--- src/rtl/act_skew_feeder.sv ---
// Buffers one NxN activation matrix row by row and replays it as a diagonally skewed N-lane stream.
// Optional FEEDER_PINGPONG_EN adds a shadow buffer so the next matrix loads while the current one streams.
module act_skew_feeder #(
  parameter int N  = 10,
  parameter int DW = 16
) (
  input  logic            clk,
  input  logic            rst,
  input  logic            in_valid,
  output logic            in_ready,
  input  logic [N*DW-1:0] in_row,
  input  logic            out_ready,
  output logic            out_valid,
  output logic [N*DW-1:0] out_iact,
  output logic            out_first,
  output logic            out_last,
  output logic            done
);
  localparam int RW = $clog2(N + 1);
  localparam int TW = $clog2(2 * N - 1);
  localparam logic [TW-1:0] T_LAST = TW'(2 * N - 2);
  localparam logic [RW-1:0] R_FULL = RW'(N);

  localparam logic [1:0] IDLE   = 2'd0;
  localparam logic [1:0] LOAD   = 2'd1;
  localparam logic [1:0] STREAM = 2'd2;

`ifdef FEEDER_PINGPONG_EN
  localparam bit PP = 1'b1;
`else
  localparam bit PP = 1'b0;
`endif

  logic [1:0]      state;
  logic [RW-1:0]   row_cnt;
  logic [RW-1:0]   nrow;
  logic [TW-1:0]   beat;
  logic            sel;
  logic            wbank;
  logic            acc;
  logic [N*DW-1:0] mem [2][N];

  assign acc   = in_valid & in_ready;
  assign nrow  = row_cnt + RW'(acc);
  // sel is the bank being streamed; loads land in the other bank only when ping-pong is built in
  assign wbank = PP ? ~sel : sel;

  always_ff @(posedge clk) begin
    if (acc) mem[wbank][row_cnt] <= in_row;
  end

  function automatic logic [N*DW-1:0] skew(input logic bank, input logic [TW-1:0] t);
    logic [N*DW-1:0] v;
    v = '0;
    for (int i = 0; i < N; i++) begin
      int d;
      d = int'(t) - i;
      if (d >= 0 && d < N) v[i*DW +: DW] = mem[bank][i][(N-1-d)*DW +: DW];
    end
    return v;
  endfunction

  always_ff @(posedge clk) begin
    if (!rst) begin
      state     <= IDLE;
      row_cnt   <= '0;
      beat      <= '0;
      sel       <= 1'b0;
      in_ready  <= 1'b0;
      out_valid <= 1'b0;
      out_iact  <= '0;
      out_first <= 1'b0;
      out_last  <= 1'b0;
      done      <= 1'b0;
    end else begin
      done <= 1'b0;
      if (acc) row_cnt <= nrow;
      case (state)
        IDLE, LOAD: begin
          in_ready <= 1'b1;
          if (acc) begin
            state <= LOAD;
            if (nrow == R_FULL) begin
              // beat 0 only needs row 0, which is already in the buffer
              state     <= STREAM;
              row_cnt   <= '0;
              in_ready  <= PP;
              sel       <= PP ? ~sel : sel;
              beat      <= '0;
              out_valid <= 1'b1;
              out_iact  <= skew(wbank, '0);
              out_first <= 1'b1;
              out_last  <= 1'b0;
            end
          end
        end
        STREAM: begin
          in_ready <= PP && (nrow < R_FULL);
          if (out_ready) begin
            if (beat == T_LAST) begin
              done <= 1'b1;
              if (PP && nrow == R_FULL) begin
                sel       <= ~sel;
                row_cnt   <= '0;
                in_ready  <= 1'b1;
                beat      <= '0;
                out_iact  <= skew(wbank, '0);
                out_first <= 1'b1;
                out_last  <= 1'b0;
              end else begin
                state     <= (PP && nrow != '0) ? LOAD : IDLE;
                in_ready  <= 1'b1;
                out_valid <= 1'b0;
                out_iact  <= '0;
                out_first <= 1'b0;
                out_last  <= 1'b0;
              end
            end else begin
              beat      <= beat + 1'b1;
              out_iact  <= skew(sel, beat + 1'b1);
              out_first <= 1'b0;
              out_last  <= (beat + 1'b1 == T_LAST);
            end
          end
        end
        default: state <= IDLE;
      endcase
    end
  end
endmodule

--- config.mk ---
export PLATFORM = sky130hd
export DESIGN_NAME = act_skew_feeder
export DESIGN_NICKNAME = d
export VERILOG_FILES = /design/src/rtl/act_skew_feeder.sv
export SDC_FILE = /design/constraint.sdc
export NUM_CORES = 2
export LEC_CHECK = 0
export ABC_AREA = 1
export CELL_PAD_IN_SITES_DETAIL_PLACEMENT = 2
export CELL_PAD_IN_SITES_GLOBAL_PLACEMENT = 2
export CORE_MARGIN = 2
export CORE_UTILIZATION = 45
export CTS_CLUSTER_DIAMETER = 150
export DETAILED_ROUTE_END_ITERATION = 8
export DONT_BUFFER_PORTS = 1
export HOLD_SLACK_MARGIN = 0.1
export PLACE_DENSITY = 0.77
export SLEW_MARGIN = 10
export SYNTH_ARGS = -nofsm -noshare
export SYNTH_HDL_FRONTEND = slang
export SYNTH_SLANG_ARGS = --single-unit
--- constraint.sdc ---
create_clock -name clk -period 18.3 [get_ports clk]
set_clock_uncertainty 0.15 [all_clocks]
set_input_delay 3.66 -clock clk [delete_from_list [all_inputs] [get_ports clk]]
set_output_delay 3.66 -clock clk [all_outputs]
set_load 0.01 [all_outputs]
Word level (Yosys, flattened, before mapping)
Memories as Yosys holds them, arrays and structs flattened. Cells that the tools add are included.

Memory bits (writable): 3200. Input port bits: 164. Memories: 1. Output and inout port bits: 165. Flip-flop bits (word level): 176.

Shift-type cells: 10. Bitwise operators: 2. Reduce and logical (&&, ||, !) cells: 19. Order comparisons: 22. Eq/ne operators: 10. Mux-type cells: 50. Add/subtract/negate cells: 21.

Memories: mem (words 2, bits a word 1600, read ports 1, clocked after memory_dff 0, wr ports 1, line 41) `logic [N*DW-1:0] mem [2][N];`.

Operators by type and width (number): two-way mux 1600 bit (1); variable part select 160 x 11 -> 16 bit (9); two-way mux 160 bit (5); demux 160 bit (select 4 bit) (1); case mux 160 bit (2 select lines) (1); two-way mux 16 bit (10); variable part select 160 x 10 -> 16 bit (1); subtractor 5 x 6 -> 7 bit, first input constant (9); >= comparator 6 x 1 -> 1 bit, second input constant (9); less-than comparator 6 x 5 -> 1 bit, second input constant (9); subtractor 5 x 3 -> 6 bit, second input constant (4); two-way mux 5 bit (4); two-way mux 4 bit (4); two-way mux 1 bit (14); subtractor 5 x 2 -> 6 bit, second input constant (2); subtractor 5 x 4 -> 6 bit, second input constant (2); logical AND 1 bit (11); == test 5 bit, second input constant (2); inequality test 2 bit, second input constant (5); case mux 5 bit (2 select lines) (1); AND reduction 5 bit (2); two-way mux 2 bit (4); case mux 1 bit (2 select lines) (4); subtractor 4 x 5 -> 6 bit, first input constant (1); other kinds (19) (19).

Longest topological paths before layout
Depth after elaboration: 8. Mapped depth: 27. Depth with buffers taken out: 20.

Worst setup path after synthesis
Ideal clock, no wire load.

Path type: input to register. Start: in in_valid. End: mem mem[0][1000] (netlist bit) (enable). Path buffers: 1. Data required time: 17.467 ns. Arrival: 10.889 ns. Stages: 5. Library setup time: 0.683 ns. Slack: 6.578 ns. Path through: nand2_1 inv_1 clkbuf_1 nand3_1 nor2_1.

Longest elaborated chain between the ends: 3.

RTL lines: from (decl) (line 9) `input logic in_valid,`; bitwise AND 1 bit (line 43) `assign acc = in_valid & in_ready;`; two-way mux 1 bit (line 49) `if (acc) mem[wbank][row_cnt] <= in_row;`; two-way mux 1600 bit (implied by the code) (line 49); to (decl) (line 41).

Every way passes these cells.

Final worst setup path
Start: in in_valid. End: reg out_iact[159].

Longest elaborated chain between the ends: 5. Elaborated cells between the ends (all ways): 6.

RTL lines: bitwise AND 1 bit * (line 43); adder 4 x 1 -> 4 bit (line 44) `assign nrow = row_cnt + RW'(acc);`; == test 4 bit (line 83) `if (nrow == R_FULL) begin`; inequality test 2 bit (no source line); AND reduction 4 bit (no source line) *; to (signal assigned) (line 91) `out_iact <= skew(wbank, '0);`; to (signal assigned) (line 107) `out_iact <= skew(wbank, '0);`; to (signal assigned) (line 120) `out_iact <= skew(sel, beat + 1'b1);`; to (decl) (line 14) `output logic [N*DW-1:0] out_iact,`.

Every way passes the cells marked *; elsewhere a longest branch is shown, timed or not. A chain may end at the register's enable or synchronous reset.

==> summary.txt <==
Synthesis
  • Post-synth top area share: between 60 and 70%
  • Largest cells by area after synthesis: edfxtp_1 (69%), nand2_1 (6.0%), dfxtp_1 (5.0%), o21ai_0 (3.4%), nor2_1 (3.3%)
  • Unique masters post-synth: between 60 and 70
  • Yosys warns: 0
  • Syn_nets: roughly 5.8k
  • EDFF count, synth: ~1.6k
  • Post-synth ARST share: 0%
  • Avg Cell Area, Syn: roughly 12 um2
  • Yosys reg bits: approximately 1.8k
  • Prevailing post-synth register cell: edfxtp_1
  • Area leader, netlist: edfxtp_1
  • Cell count after synthesis: roughly 5.6k
  • Most frequent cells after synthesis: edfxtp_1 (1600), nand2_1 (1114), nor2_1 (614), o21ai_0 (470), a21oi_1 (318)
  • Post-synthesis sequential area ratio: around 74%
  • Post-Syn Area: roughly 70000 um2
  • Count leader, synth: edfxtp_1

Clock tree
  • Clock Sinks: 1776
  • Clock root cell: clkbuf_16
  • Max Buffers Root-to-Sink: 3
  • Worst skew pair latency: 860 ps
  • Post-CTS Setup Inserts: 0
  • Inserted Clock Buffers: approximately 190
  • CTS tree: built
  • Post-CTS resize count: 0
  • Hold_buf cts: 0
  • Clock transition at the registers of the reported paths: around 70 ps
  • CTS H-tree depth: 4

STA
  • Period utilization: roughly two fifths
  • Final setup viols: 0
  • Min Clock Period, post-route: 7300 ps
  • Final hold violations: 0
  • Final setup TNS: 0 ps
  • Unrepaired setup endpoints after global routing: false
  • Slew HR: -1.70%
  • Fmax: approximately 140 MHz
  • Slew @ Worst Pin: ~1500 ps
  • Slew Viols, Final: 2

Global route
  • Vias in the first global route: 56.2k
  • Largest net degree at the start of global routing: ~160
  • Global-route wire length before repair: between 400000 and 500000 um
  • Initial antenna violation count: between 90 and 100
  • Grt total ovfl: 0
  • Tot GR Track Use: between 40% and 50%

Placement
  • Port-buffer cells: 0
  • Final HPWL DP: 213000 um
  • Placed Instances: between 7k and 8k
  • Final GP Congestion: roughly 0.91

Flow run
  • Max Cap Viol: 2

Drt
  • WL/cell: approximately 44 um
  • Post-route DRC: 0
  • Drt pass-1 iters: 6
  • Final antenna-violating net count: 0
  • Total Wirelength: roughly 350000 um
  • Initial DRC Count: around 8.9k
  • Vias post-DR: between 50k and 60k
  • Vias per Instance: between 6 and 7

Floorplanning
  • Cell Rows: 144
  • Initial Utilization: between 40% and 50%
  • Die area: around 160000 um2
  • Core Box Area: 154000 um2
  • Die Wd: approximately 400 um
  • Die Y: ~400 um
  • Io pins: 329

Run status
  • Status: finished with violations
  • Failing checks: capacitance limit, slew limit

Hold path
  • Hold WC Path Type: reg2reg
  • Hold path startpoint: out_iact[83]
  • Worst hold endpoint: out_iact[83]
  • Hold Path Stages: 2

Setup path
  • Critical Path AT: a little under 8000 ps
  • R2R Setup Slk: between 10000 and 15000 ps
  • Crit. Startpoint: in_valid
  • R2r worst-path depth: 18
  • Worst R2R Start: beat[0]
  • Startpoint types: input port
  • Worst reg2reg path endpoint: out_iact[48]
  • Critical path fanouts, max: 69
  • Critical path class: in2reg
  • Crit end category: flip-flop
  • Req. time, crit path: 18910 ps

Final layout
  • Final net count: 5778
  • Layout cells sized above 1: 9.05%
  • Non-filler cells, final: 7861
  • Area growth from synthesis to layout: 11.8%

Pwr
  • Worst vdd ir: 0.0000914 V
  • Leakage: between 0.02 and 0.03 uW
  • PD cells: around 110 nW/um2
layer usage:
layer  share of wire, %  up-vias  wire, um  global-route usage [%]
li1                   -    20400         -                       -
met1                 34    28200    117000                    51.8
met2                 45     4529    157000                    65.5
met3                 13     1199     44400                    13.3
met4                8.5       30     29600                    32.5
met5              0.062        -       216                   0.151
power breakdown:
| group | internal, uW | total, uW | switching, uW |
|---|---|---|---|
| clock | 2100 | 3870 | 1770 |
| combinational | 13.8 | 80.9 | 67.1 |
| sequential | 4470 | 4490 | 19.9 |
| total | 6580 | 8440 | 1860 |
cells by family (layout without fill, tap and decap cells):
logic type / Yosys count / count (layout) / synth area share, %
muxes: 24 / 24 / 0.343
xor gates and xnor gates: 14 / 14 / 0.218
other: 0 / 81 / 0
adders and majority gates: 23 / 23 / 0.411
DFF: 1776 / 1776 / 73.7
buffers and inverters: 447 / 541 / 2.67
AOI/OAI and AO/OA: 1204 / 1204 / 10.0
and+or+nand+nor: 2154 / 2154 / 12.7
per-stage QoR:
stage          hold slack [ps]  utilization, %  total power [uW]  setup WS [ps]  area (um2)
3_3_place_gp               352            46.8              4640          10750       72200
3_5_place_dp               364            46.8              4650          10550       72200
5_1_grt                    396            50.7              8550          10940       78100
6_report                   367            50.8              8440          11000       78300
4_1_cts                    372            50.6              8420          11190       78100
2_1_floorplan              338               -              4620           6580       70000
how the worst max path moves through the flow:
| stage | slack, ps | endpoint | depth (start not counted) |
|---|---|---|---|
| finish | 11000 | out_iact[159] | 15 |
| global route | 10940 | out_iact[153] | 15 |
| CTS | 11190 | out_iact[153] | 15 |
| detailed placement | 10550 | out_iact[153] | 15 |
| global placement | 10750 | mem[0][656] | 6 |
| floorplan | 6580 | mem[0][1000] | 5 |
sequential cells by signal, summed over array words and instances, names as in the netlist, named ones only:
signal     flops
done           1
out_iact     160
mem         1600
beat           5
in_ready       1
out_last       1
state          2
out_valid      1
row_cnt        3
out_first      1
final cells by class:
type / instances / area (um2)
Antenna cell: 81 / 203
Clock inverter: 79 / 752
Clock buffer: 254 / 5110
Sequential cell: 1776 / 51600
Multi-Input combinational cell: 3419 / 16800
Tap cell: 2044 / 2560
Timing Repair Buffer: 111 / 946
Inverter: 97 / 377
Fill cell: 14700 / 76000
worst max-delay path: stages:
cell     delay (ps)
nand2_1          50
inv_1           160
ha_1            280
ha_1            300
inv_1            40
nor2_1           90
nand3_1         170
nand2_1         210
nand2_4         260
buf_4           460
nor2_4          480
nand2_1         170
nor2_2          900
nand3_1         360
a21oi_1         290
layout by cell type (no fill, tap or decap), types with 102 or more instances in the layout:
cell and n:
edfxtp_1 1600, o22ai_1 152, clkbuf_16 191, a21oi_1 318, nand2_1 1109, o21ai_0 465, nand3_1 230, dfxtp_1 175
buf_4 102, nor2_1 602
No activity file was read; power rests on OpenSTA's default activity.
